===== src/rtl/seg_pkg.sv =====
// Shared types and constants for the seven-segment scan controller.
package seg_pkg;

    localparam int unsigned SEG_W = 7;

    localparam logic [SEG_W-1:0] SEG_OFF = 7'b0;

    typedef enum logic [1:0] {
        IDLE  = 2'd0,
        BLANK = 2'd1,
        SHOW  = 2'd2
    } scan_state_e;

endpackage


===== src/rtl/sev_segment_drvr.sv =====
// Hex nibble to seven-segment decoder, segments {a,b,c,d,e,f,g}, active-high.
module sev_segment_drvr
    import seg_pkg::*;
(
    input  logic [3:0]       hex_in,
    output logic [SEG_W-1:0] seg_c
);

    always_comb begin
        seg_c = SEG_OFF;
        case (hex_in)
            4'h0:    seg_c = 7'h7E;
            4'h1:    seg_c = 7'h30;
            4'h2:    seg_c = 7'h6D;
            4'h3:    seg_c = 7'h79;
            4'h4:    seg_c = 7'h33;
            4'h5:    seg_c = 7'h5B;
            4'h6:    seg_c = 7'h5F;
            4'h7:    seg_c = 7'h70;
            4'h8:    seg_c = 7'h7F;
            4'h9:    seg_c = 7'h7B;
            4'hA:    seg_c = 7'h77;
            4'hB:    seg_c = 7'h1F;
            4'hC:    seg_c = 7'h4E;
            4'hD:    seg_c = 7'h3D;
            4'hE:    seg_c = 7'h4F;
            4'hF:    seg_c = 7'h47;
            default: seg_c = SEG_OFF;
        endcase
    end

endmodule


===== src/rtl/seg_scan_ctrl.sv =====
// Time-multiplexed scan controller for a common-bus multi-digit seven-segment display.
// New values are double-buffered and only take effect at frame boundaries.
module seg_scan_ctrl
    import seg_pkg::*;
#(
    parameter int unsigned NUM_DIGITS   = 4,
    parameter int unsigned SHOW_CYCLES  = 1000,
    parameter int unsigned BLANK_CYCLES = 16
) (
    input  logic                    clk,
    input  logic                    rst_n,
    input  logic                    enable,
    input  logic                    blank_lz,
    input  logic [4*NUM_DIGITS-1:0] value_in,
    input  logic [NUM_DIGITS-1:0]   dp_in,
    input  logic                    value_valid,
    output logic                    value_ready,
    output logic [SEG_W-1:0]        ss_pattern_out,
    output logic                    dp_out,
    output logic [NUM_DIGITS-1:0]   digit_en_out,
    output logic                    frame_done
);

    localparam int unsigned VAL_W   = 4 * NUM_DIGITS;
    localparam int unsigned IDX_W   = (NUM_DIGITS > 1) ? $clog2(NUM_DIGITS) : 1;
    localparam int unsigned MAX_CYC = (SHOW_CYCLES > BLANK_CYCLES) ? SHOW_CYCLES : BLANK_CYCLES;
    localparam int unsigned CNT_W   = (MAX_CYC > 1) ? $clog2(MAX_CYC) : 1;

    localparam logic [IDX_W-1:0] LAST_IDX  = IDX_W'(NUM_DIGITS - 1);
    localparam logic [CNT_W-1:0] SHOW_END  = CNT_W'(SHOW_CYCLES - 1);
    localparam logic [CNT_W-1:0] BLANK_END = CNT_W'(BLANK_CYCLES - 1);

    scan_state_e state_q, state_d;
    logic [IDX_W-1:0] idx_q, idx_d;
    logic [CNT_W-1:0] cnt_q, cnt_d;

    logic [VAL_W-1:0]      disp_q, disp_d;
    logic [NUM_DIGITS-1:0] disp_dp_q, disp_dp_d;
    logic [VAL_W-1:0]      pend_q, pend_d;
    logic [NUM_DIGITS-1:0] pend_dp_q, pend_dp_d;
    logic                  pend_full_q, pend_full_d;

    logic xfer;
    logic cap;

    logic [3:0]            nib_sel;
    logic                  dp_sel;
    logic [NUM_DIGITS-1:0] en_sel;
    logic                  upper_zero;
    logic                  lz_blank;
    logic [SEG_W-1:0]      dec_seg_c;

    logic [SEG_W-1:0]      seg_d;
    logic                  dp_d;
    logic [NUM_DIGITS-1:0] en_d;
    logic                  fd_d;

    // Scan sequencing: IDLE -> (BLANK -> SHOW) per digit, wrapping at the last digit.
    always_comb begin
        state_d = state_q;
        idx_d   = idx_q;
        cnt_d   = cnt_q;
        xfer    = 1'b0;
        case (state_q)
            IDLE: begin
                idx_d = '0;
                cnt_d = '0;
                xfer  = pend_full_q;
                if (enable) begin
                    state_d = BLANK;
                end
            end
            BLANK: begin
                if (!enable) begin
                    state_d = IDLE;
                    idx_d   = '0;
                    cnt_d   = '0;
                end else if (cnt_q == BLANK_END) begin
                    state_d = SHOW;
                    cnt_d   = '0;
                end else begin
                    cnt_d = cnt_q + CNT_W'(1);
                end
            end
            SHOW: begin
                if (!enable) begin
                    state_d = IDLE;
                    idx_d   = '0;
                    cnt_d   = '0;
                end else if (cnt_q == SHOW_END) begin
                    state_d = BLANK;
                    cnt_d   = '0;
                    if (idx_q == LAST_IDX) begin
                        idx_d = '0;
                        xfer  = pend_full_q;
                    end else begin
                        idx_d = idx_q + IDX_W'(1);
                    end
                end else begin
                    cnt_d = cnt_q + CNT_W'(1);
                end
            end
            default: begin
                state_d = IDLE;
                idx_d   = '0;
                cnt_d   = '0;
            end
        endcase
    end

    // Pending buffer; a capture can never coincide with a transfer since ready is low while full.
    always_comb begin
        cap         = value_valid && value_ready;
        pend_d      = pend_q;
        pend_dp_d   = pend_dp_q;
        pend_full_d = pend_full_q;
        disp_d      = disp_q;
        disp_dp_d   = disp_dp_q;
        if (xfer) begin
            disp_d      = pend_q;
            disp_dp_d   = pend_dp_q;
            pend_full_d = 1'b0;
        end
        if (cap) begin
            pend_d      = value_in;
            pend_dp_d   = dp_in;
            pend_full_d = 1'b1;
        end
    end

    // Digit select and leading-zero detection for the digit about to be driven.
    always_comb begin
        nib_sel    = 4'h0;
        dp_sel     = 1'b0;
        en_sel     = '0;
        upper_zero = 1'b1;
        for (int i = 0; i < NUM_DIGITS; i++) begin
            if (IDX_W'(i) == idx_d) begin
                nib_sel   = disp_q[4*i +: 4];
                dp_sel    = disp_dp_q[i];
                en_sel[i] = 1'b1;
            end
            if ((IDX_W'(i) >= idx_d) && (disp_q[4*i +: 4] != 4'h0)) begin
                upper_zero = 1'b0;
            end
        end
        lz_blank = blank_lz && (idx_d != '0) && upper_zero;
    end

    sev_segment_drvr u_dec (
        .hex_in (nib_sel),
        .seg_c  (dec_seg_c)
    );

    // Next output values follow the next state so enables and segments switch together.
    always_comb begin
        seg_d = SEG_OFF;
        dp_d  = 1'b0;
        en_d  = '0;
        fd_d  = 1'b0;
        if (state_d == SHOW) begin
            en_d  = en_sel;
            seg_d = lz_blank ? SEG_OFF : dec_seg_c;
            dp_d  = dp_sel;
            fd_d  = (idx_d == LAST_IDX) && (cnt_d == SHOW_END);
        end
    end

    always_ff @(posedge clk or negedge rst_n) begin
        if (!rst_n) begin
            state_q <= IDLE;
            idx_q   <= '0;
            cnt_q   <= '0;
        end else begin
            state_q <= state_d;
            idx_q   <= idx_d;
            cnt_q   <= cnt_d;
        end
    end

    always_ff @(posedge clk or negedge rst_n) begin
        if (!rst_n) begin
            disp_q      <= '0;
            disp_dp_q   <= '0;
            pend_q      <= '0;
            pend_dp_q   <= '0;
            pend_full_q <= 1'b0;
        end else begin
            disp_q      <= disp_d;
            disp_dp_q   <= disp_dp_d;
            pend_q      <= pend_d;
            pend_dp_q   <= pend_dp_d;
            pend_full_q <= pend_full_d;
        end
    end

    always_ff @(posedge clk or negedge rst_n) begin
        if (!rst_n) begin
            value_ready    <= 1'b0;
            ss_pattern_out <= SEG_OFF;
            dp_out         <= 1'b0;
            digit_en_out   <= '0;
            frame_done     <= 1'b0;
        end else begin
            value_ready    <= !pend_full_d;
            ss_pattern_out <= seg_d;
            dp_out         <= dp_d;
            digit_en_out   <= en_d;
            frame_done     <= fd_d;
        end
    end

endmodule

===== config.mk =====
export PLATFORM = sky130hd
export DESIGN_NAME = seg_scan_ctrl
export DESIGN_NICKNAME = d
export VERILOG_FILES = /design/src/rtl/seg_pkg.sv /design/src/rtl/sev_segment_drvr.sv /design/src/rtl/seg_scan_ctrl.sv
export SDC_FILE = /design/constraint.sdc
export NUM_CORES = 1
export LEC_CHECK = 0
export ABC_CLOCK_PERIOD_IN_PS = 5500
export BUFFER_PORTS_ARGS = -buffer_cell sky130_fd_sc_hd__buf_2
export CAP_MARGIN = 20
export CORE_MARGIN = 4
export CORE_UTILIZATION = 50
export CTS_BUF_LIST = sky130_fd_sc_hd__clkbuf_4 sky130_fd_sc_hd__clkbuf_8 sky130_fd_sc_hd__clkbuf_16
export DETAILED_ROUTE_END_ITERATION = 8
export PLACE_DENSITY = 0.7
export SLEW_MARGIN = 20
export SYNTH_ARGS = -nofsm -noshare
export SYNTH_HDL_FRONTEND = slang
export SYNTH_SLANG_ARGS = --single-unit

===== constraint.sdc =====
create_clock -name clk -period 5.5 [get_ports clk]
set_input_delay 0.275 -clock clk [delete_from_list [all_inputs] [get_ports clk]]
set_output_delay 0.275 -clock clk [all_outputs]
set_load 0.1 [all_outputs]

### Word level (Yosys, flattened, before mapping)

Memory sizes are Yosys's and may differ from the RTL's.
Index checks and enable logic that the tools add are counted.

* flip-flop bits (word level): 69
* ROM bits: 112
* output and inout port bits: 14
* logic and storage cells: 90
* memories: 1

* add/sub/neg operators: 2
* $lt $le $gt $ge: 4
* equal/unequal tests: 11
* mux-type cells: 43
* reductions and logical operators: 16

Memory list
* (name not given): words 16, bits a word 7, rd ports 1, clocked after Yosys merged registers in 0, wr ports 0, line sev_segment_drvr.sv:11 `case (hex_in)`

Operator list (count)
* $mux W10: 4
* $eq A10 B10 Y1 const B: 2
* $mux W4: 5
* $pmux W10 S2: 1
* $mux W1: 19
* $mux W2: 9
* $reduce_bool A4 Y1: 4
* $mux W7: 2
* $add A10 B1 Y10 const B: 1
* $eq A10 B4 Y1 const B: 1
* $eq A2 B2 Y1 const B: 4
* $logic_and A1 B1 Y1: 8
* $pmux W2 S3: 1
* $eq A2 B2 Y1 const A: 2
* $ge A1 B2 Y1 const A: 2
* $ge A2 B2 Y1 const A: 2
* $logic_not A2 Y1: 2
* $pmux W2 S2: 1
* $add A2 B1 Y2 const B: 1
* $eq A1 B2 Y1 const A: 1
* $eq A2 B1 Y1 const B: 1
* $pmux W1 S2: 1
* $reduce_bool A2 Y1: 1
* $logic_not A1 Y1: 1

### Longest topological paths before layout

Gate-level depths: netlist of run 1.

* depth after elaboration: 14
* depth in mapped cells: 15
* mapped depth without buffers: 14

### Modules after synthesis

Synthesis of run 1 repeated with hierarchy kept, for this count alone.

* cells, all modules: 293
* area total of the unflattened synthesis: 3587.2 um^2

Modules (own cells, without submodules)
* seg_scan_ctrl: instances 1, cells each 260, area each 3296.9 um^2
* sev_segment_drvr: instances 1, cells each 33, area each 290.3 um^2

### Worst setup path before layout of run 1

Ideal clock, no wire load.

* path kind: reg2reg
* start point: register state_q[0]
* end point: register ss_pattern_out[6]
* data arrival time: 3092 ps
* setup slack: 2321 ps
* cell stages (with the launch flop): 13
* path buffers: 1
* period minus slack after synthesis: 3179 ps
* cell sequence: dfrtp_1 > inv_1 > ha_1 > clkbuf_1 > nand3_1 > or4_4 > a21boi_1 > o21ai_0 > a31oi_1 > inv_1 > ha_1 > or4b_1 > o211ai_1

* word-level cells in the longest chain between the ends: 11
* elaborated cells between the ends (all ways): 37
* those cells by class: order compare: 4; eq/ne: 6; mux: 17; reduce/logical: 9; memory: 1

RTL lines
* start, declared: line seg_scan_ctrl.sv:33 `scan_state_e state_q, state_d;`
* start signal, assigned: line seg_scan_ctrl.sv:175 `state_q <= state_d;`
* branches (longest 10 deep; another with $mem_v2 Z16 W7)
* $mux W7 (*): line seg_scan_ctrl.sv:161 `if (state_d == SHOW) begin`
* named net seg_d[6]: line seg_scan_ctrl.sv:53 `logic [SEG_W-1:0] seg_d;`
* end signal, assigned: line seg_scan_ctrl.sv:206 `ss_pattern_out <= seg_d;`
* end, declared: line seg_scan_ctrl.sv:18 `output logic [SEG_W-1:0] ss_pattern_out,`

Mark *: on every way through the listed nets, which the timed path passes.
A chain may end at the register's enable or synchronous reset.

### Final worst setup path of run 1

* start point: register cnt_q[0]
* end point: register ss_pattern_out[6]

* word-level cells in the longest chain between the ends: 13
* elaborated cells between the ends (all ways): 37
* those cells by class: order compare: 4; eq/ne: 6; mux: 18; reduce/logical: 8; memory: 1

RTL lines
* start, declared: line seg_scan_ctrl.sv:35 `logic [CNT_W-1:0] cnt_q, cnt_d;`
* start signal, assigned: line seg_scan_ctrl.sv:177 `cnt_q <= cnt_d;`
* branches (longest 12 deep; another with $mem_v2 Z16 W7)
* $mux W7 (*): line seg_scan_ctrl.sv:161
* named net seg_d[6]: line seg_scan_ctrl.sv:53

Marked as above.

==> results of run 1 <==
[logic make-up after synthesis]
kind of cell / Yosys count / share of synthesized area, %
buf+inv: 25 / 3.06
xor+xnor: 9 / 2.32
simple gates: 78 / 13.3
fa+ha+maj: 12 / 4.43
flops: 69 / 50.9
mux: 45 / 14.8
compound gates: 49 / 11.2
[layout make-up]
class	count	area (sq um)
sequential	69	1730
inverter	15	56.3
timing repair buffer	39	198
clock buffer	10	138
fill	554	2570
multi-input combinational	193	1570
tap	77	96.3
clock inverter	5	108
[stage by stage]
step | hold WS, ns | setup WS, ns | power, W
6_report | 0.121 | 1.91 | 0.00186
5_1_grt | 0.139 | 1.55 | 0.00199
4_1_cts | 0.138 | 1.93 | 0.00188
3_5_place_dp | 0.467 | 1.98 | 0.00137
3_3_place_gp | 0.454 | 2.08 | 0.00134
2_1_floorplan | -0.0206 | 2.32 | 0.00124
[where the power goes]
part	internal [W]	total [W]	switching, W
sequential	0.000674	0.000784	0.000110
combinational	0.000281	0.000574	0.000293
clock	0.000313	0.000506	0.000192
[routing by layer]
| layer | vias to the layer above | global-route usage, % | share of wire [%] |
|---|---|---|---|
| li1 | 1124 | - | - |
| met1 | 1115 | 24.9 | 46 |
| met2 | 62 | 24.7 | 46 |
| met3 | 11 | 5.42 | 6.4 |
| met4 | 0 | 5.61 | 1.4 |
| met5 | - | 0 | 0 |
[state kept, by name, summed over array words and instances (netlist names), 2 cells and up]
name,count
pend_dp_q,4
digit_en_out,4
pend_q,16
disp_q,16
cnt_q,10
ss_pattern_out,7
idx_q,2
disp_dp_q,4
state_q,2
[cell usage after synthesis (3+ instances only)]
cell type	n
o21ai_0	4
nor4_1	5
a31oi_1	5
a211oi_1	3
dfrtp_1	69
nor3_1	11
nand2b_1	4
nand3_1	4
mux2_2	40
a21oi_1	9
nand4_1	4
ha_1	12
nor2_1	15
and3_1	6
clkbuf_1	6
o21ai_1	6
xnor2_1	7
mux2i_1	3
inv_1	13
nand2_1	14
[worst min path at each step]
stage	endpoint	slack, ns	depth (start not counted)
finish	cnt_q[6]	0.12	2
global route	pend_q[4]	0.14	2
detailed placement	cnt_q[0]	0.47	1
floorplan	cnt_q[0]	-0.02	0
global placement	cnt_q[0]	0.45	1
CTS	pend_q[14]	0.14	2
==> key figures, run 1 <==
Layout
  • Post-route design area: 3890 sq um
  • Share of post-route cells with drive strength above 1: about a third
  • Area Growth Syn to Fin: 14.7%
  • Final non-filler cell total: 408
  • Fin util: between 60 and 70%
  • ANT cells: 0
  • Most common cell after layout, fill and taps aside: dfrtp_1
  • Most frequent cells in the layout: 69 x dfrtp_1, 40 x mux2_2, 38 x buf_2
  • Final nets: 364

Worst setup path
  • WS Path Type: flip-flop to flip-flop
  • CP cell instances: ha_1 > nand4_1 > o41a_1 > o21ai_1 > nor3_1 > a221oi_1 > inv_2 > ha_1 > or4b_1 > o211ai_1
  • R2R Setup Slk: 1.91 ns
  • Family with the most delay on the worst path: compound AO/OA/AOI/OAI gates
  • CP max stage delay: 0.71 ns
  • Critical Path Sink: ss_pattern_out[6]
  • Slowest cell on crit path: a221oi_1
  • Critical path required time: 5.76 ns
  • Data arrival, critical path: 3.85 ns
  • Most frequent CP cell: ha_1
  • Worst r2r path cells: 10
  • Crit end category: flip-flop
  • Worst setup startpoint: cnt_q[0]
  • Worst R2R Start: cnt_q[0]
  • Maximum fanout along the worst path: 6
  • Critical path launch point type: flip-flop
  • Reg-to-Reg End: ss_pattern_out[6]
  • WP buf/inv: 1
  • Levels on crit path: 10

Detailed routing
  • Final antenna-violating net count: 0
  • Final wirelength: around 6600 um
  • # DRC: 0
  • Via-per-instance ratio: 5.67
  • WL/cell: 16.1 um
  • Via count: about 2300
  • DR iter-0 viols: 115
  • Drt pass-1 iters: 4

Clocking
  • CTS H-Tree Depth: 3
  • Clk root buf: clkbuf_8
  • Clk sinks: 69
  • Post-CTS Resized: 0
  • Hold-fix buffers, CTS: 0
  • Post-CTS setup buffer count: 0
  • Total CTS buffers: 9
  • CTS max path bufs: 2
  • Worst-path clk slew: 0.07 ns
  • CTS tree: built
  • Worst-Skew Late Latency: around 0.34 ns

Synthesis
  • Yosys cell types: 53
  • Synthesized area per cell: around 12 sq um
  • Synth top area share: between 50% and 60%
  • Warnings, synthesis: 0
  • Ys async rst share: 100%
  • Net Count, Synth: 324
  • Post-synth EDFFs: 0
  • Sequential share of the synthesized area: 50.9%
  • Top cells by area, synth: dfrtp_1 51%, mux2_2 13%, ha_1 4.4%, xnor2_1 1.8%, nor2_1 1.7%
  • Cell accounting for the most synthesized area: dfrtp_1
  • Synth Flop Type: dfrtp_1
  • Mapped Cells: roughly 290
  • Synth Register Bits: 69
  • Netlist Area Pre-Place: 3390 sq um

Placement
  • Dpl cells: around 400
  • PortBufs: 38
  • Area of placed instances: approximately 3600 sq um
  • Gpl congestion: a little under 0.9
  • Hpwl dp: 4690 um

Global routing
  • GRT overflow: 0
  • Initial antenna violation count: 0
  • Largest net degree at the start of global routing: 70
  • Vias in the first global route: around 2300
  • All-Layer GR Usage: 17.3%
  • Wire length of the first global-routing pass: 11300 um

Run status
  • Outcome: complete, no violations

STA
  • Slew HR: 37.9%
  • Max Freq: 278 MHz
  • RSZ-0062 raised after global routing: false
  • Pins over their slew limit: 0
  • Setup TNS: 0 ns
  • Actual slew at the worst max-slew pin: 0.931 ns
  • Period utilisation layout: 65.3%
  • Endpoints failing setup: 0
  • Final Hold Vio Count: 0
  • Clk_skew: just under 0.005 ns
  • Minimum clock period: approximately 3.6 ns

Floorplan
  • Die ar.: 8170 sq um
  • Core Footprint: roughly 6500 sq um
  • Die Y: 90.4 um
  • Starting Density: between 50 and 60%
  • Die W: approximately 90 um
  • FP Rows: 29
  • Total I/O pin count: 39

Min path
  • Hold WC Path Type: input port to async pin

Power and ir drop
  • Power Dens Cells: 479 nW/um^2
  • Pleak: 1.81 nW
  • Maximum VDD drop: 0.000309 V

Job
  • Max-cap violations: 0
(Power assumes the default switching activity.)
==> run 2: changes to the inputs <==
ABC_CLOCK_PERIOD_IN_PS = 3000   (was 5500)
PLACE_DENSITY = 0.73   (was 0.7)
clock period = 3 ns   (was 5.5 ns; I/O delays follow)
==> run 2 against run 1 <==
The run now ends with hold timing, setup timing left; critical path type unchanged; worst setup slack lost 2.0 ns; register-to-register slack lost 2.0 ns; largest power group unchanged; first-iteration DRC count grew 21%; combinational power grew 120%.
==> key figures, run 2 (same netlist as run 1, synthesis figures left out) <==
Run status
  • Outcome: finished with violations
  • Failing checks: hold timing, setup timing

Layout
  • Biggest regs: disp_q (16), pend_q (16), cnt_q (10)
  • ANT cells: 0 (unchanged)
  • Most common cell after layout, fill and taps aside: dfrtp_1
  • Most frequent cells in the layout: 69 x dfrtp_1, 40 x mux2_2, 38 x buf_2
  • Final non-filler cell total: 443 (+8.6%)
  • Share of post-route cells with drive strength above 1: 44.3% (+12 points)
  • Final nets: 398 (+9.3%)
  • Area Growth Syn to Fin: 24.6%
  • Post-route design area: 4230 sq um (+8.7%)

Detailed routing
  • Via-per-instance ratio: 5.69 (+0.35%)
  • Final antenna-violating net count: 0 (unchanged)
  • DR iter-0 viols: 139 (+21%)
  • Drt pass-1 iters: 6 (+2)
  • WL/cell: 16.6 um (+3.0%)
  • WL met2: 3680 um (+21%)
  • Met3 routed WL: 323 um (-23%)
  • # DRC: 0 (unchanged)
  • Highest routed layer: met4
  • Met1 wire length: 3170 um (+5.3%)
  • Via count: 2519 (+9.0%)
  • Final wirelength: 7330 um (+12%)

Floorplan
  • Die ar.: 8170 sq um (unchanged)
  • Die Y: 90.4 um (unchanged)
  • FP Rows: 29 (unchanged)
  • Starting Density: 52.5% (unchanged)
  • Total I/O pin count: 39 (unchanged)
  • Die W: 90.4 um (unchanged)
  • Core Footprint: 6460 sq um (unchanged)

Worst setup path
  • Maximum fanout along the worst path: 6 (unchanged)
  • Critical path required time: 3.25 ns (-2.51 ns)
  • Crit end category: flip-flop
  • WS Path Type: flip-flop to flip-flop
  • Critical path launch point type: flip-flop
  • Data arrival, critical path: 3.31 ns (-0.54 ns)

Power and ir drop
  • Net Sw Frac: 35.3% (+3.4 points)
  • Switch Pwr: 0.00119 W (+100%)
  • Clock power frac: 20.1% (-7.1 points)
  • Power Dens Cells: 797 nW/um^2 (+66%)
  • Comb pwr share: 36.9% (+6.1 points)
  • Internal power: 0.00218 W (+72%)
  • Reg power frac: 42.9% (+0.8 points)
  • Pleak: 1.93 nW (+7.1%)
  • Maximum VDD drop: 0.000588 V (+90%)

STA
  • Actual slew at the worst max-slew pin: 0.838 ns (-0.0929 ns)
  • Setup ws final: -0.0586 ns (-1.97 ns)
  • Final Hold Vio Count: 10 (+10)
  • Hold_ws: -0.0138 ns (-0.135 ns)
  • Period utilisation layout: 102% (+37 points)
  • RSZ-0062 raised after global routing: true
  • Max Freq: 327 MHz (+17%)
  • Minimum clock period: 3.06 ns (-0.533 ns)
  • Slew HR: 44.0% (+6.1 points)
  • Pins over their slew limit: 0 (unchanged)
  • Clk_skew: 0.0104 ns (+0.00545 ns)
  • Endpoints failing setup: 2 (+2)

Clocking
  • CTS tree: built
  • Worst-Skew Late Latency: 0.34 ns (about the same)
  • Worst-path clk slew: 0.08 ns (about the same)
  • Total CTS buffers: 9 (unchanged)
  • Clk root buf: clkbuf_8
  • Clk sinks: 69 (unchanged)
  • CTS max path bufs: 2 (unchanged)
  • CTS H-Tree Depth: 3 (unchanged)
  • Hold-fix buffers, CTS: 0 (unchanged)

Job
  • Max-cap violations: 0 (unchanged)

Min path
  • Hold WC Path Type: input port to async pin

Placement
  • Area of placed instances: 3850 sq um (+5.7%)
  • Hpwl dp: 5140 um (+9.5%)
  • Gpl congestion: 0.893 (+0.57%)
  • Dpl cells: 419 (+6.6%)
  • PortBufs: 38 (unchanged)

Global routing
  • All-Layer GR Usage: 18.1% (+0.85 points)
  • Vias in the first global route: 2580 (+12%)
  • GRT overflow: 0 (unchanged)
  • Largest net degree at the start of global routing: 70 (unchanged)
  • Initial antenna violation count: 0 (unchanged)
  • Wire length of the first global-routing pass: 12100 um (+6.8%)
==> run 2: changes by cell type in the layout (fill, tap and decap cells not counted), moves of 3 or more <==
cell,previous run,this run
bufinv_16,3,0
ha_1,12,6
ha_4,0,4
inv_1,13,10
buf_4,1,34
inv_2,2,5
==> run 2: power groups by stage <==
stage               Sequential [W]  Combinational (W)  Clock, W
floorplan                  0.00142           0.000855         0
global placement           0.00145            0.00110         0
detailed placement         0.00146            0.00116         0
CTS                        0.00144            0.00117  0.000698
global route               0.00148            0.00137  0.000745
finish                     0.00145            0.00124  0.000679
==> run 2: worst max-delay path: stages (launching register included) <==
cell	delay (ns)
dfrtp_1	0.51
nand4_1	0.23
o41a_1	0.50
buf_6	0.16
o21ai_4	0.19
mux2i_2	0.11
a221oi_2	0.37
inv_2	0.13
ha_4	0.18
or4b_1	0.49
o211ai_1	0.10
==> run 2: timing repair <==
action | 4_1_cts | 5_1_grt
setup buffers | 1 | 7
endpoints found under the setup margin | 3 | 7
pin swaps | 2 | 12
gates resized for setup | 4 | 24
==> run 2: per-stage QoR <==
stage	hold slack, ns	setup WS, ns	total power, W	utilization [%]	TNS [ns]
floorplan	-0.146	0.00873	0.00228	-	0
global placement	0.381	0.0759	0.00255	59.6	0
detailed placement	0.386	-0.0111	0.00262	59.6	-0.0111
CTS	0.0197	0.00349	0.00331	62.7	0
global route	0.0194	-0.196	0.00360	65.5	-0.664
finish	-0.0138	-0.0586	0.00337	65.5	-0.0599
==> run 2: cell type report <==
| cell class | instances | area (sq um) |
|---|---|---|
| fill | 512 | 2230 |
| sequential | 69 | 1730 |
| multi-input combinational | 193 | 1710 |
| timing repair buffer | 73 | 457 |
| clock buffer | 10 | 131 |
| tap | 77 | 96.3 |
| inverter | 15 | 56.3 |
| clock inverter | 6 | 46.3 |
==> run 2: worst paths after layout <==
path / start / to / slack, ns / cells past startpoint
max: cnt_q[2] / ss_pattern_out[6] / -0.06 / 10
min: rst_n / cnt_q[5] / -0.01 / 2
max reg2reg: cnt_q[2] / ss_pattern_out[6] / -0.06 / 10
min reg2reg: pend_q[13] / disp_q[13] / 0.51 / 1
max in group asynchronous: rst_n / disp_q[6] / 2.45 / 2
min in group clk: value_in[12] / pend_q[12] / 0.04 / 2
==> run 2: per-layer routing <==
layer | vias up | global-route usage, %
met1 | 1230 | 23.8
li1 | 1192 | -
met3 | 16 | 3.67
met2 | 81 | 30.0
met5 | - | 0
met4 | 0 | 5.99
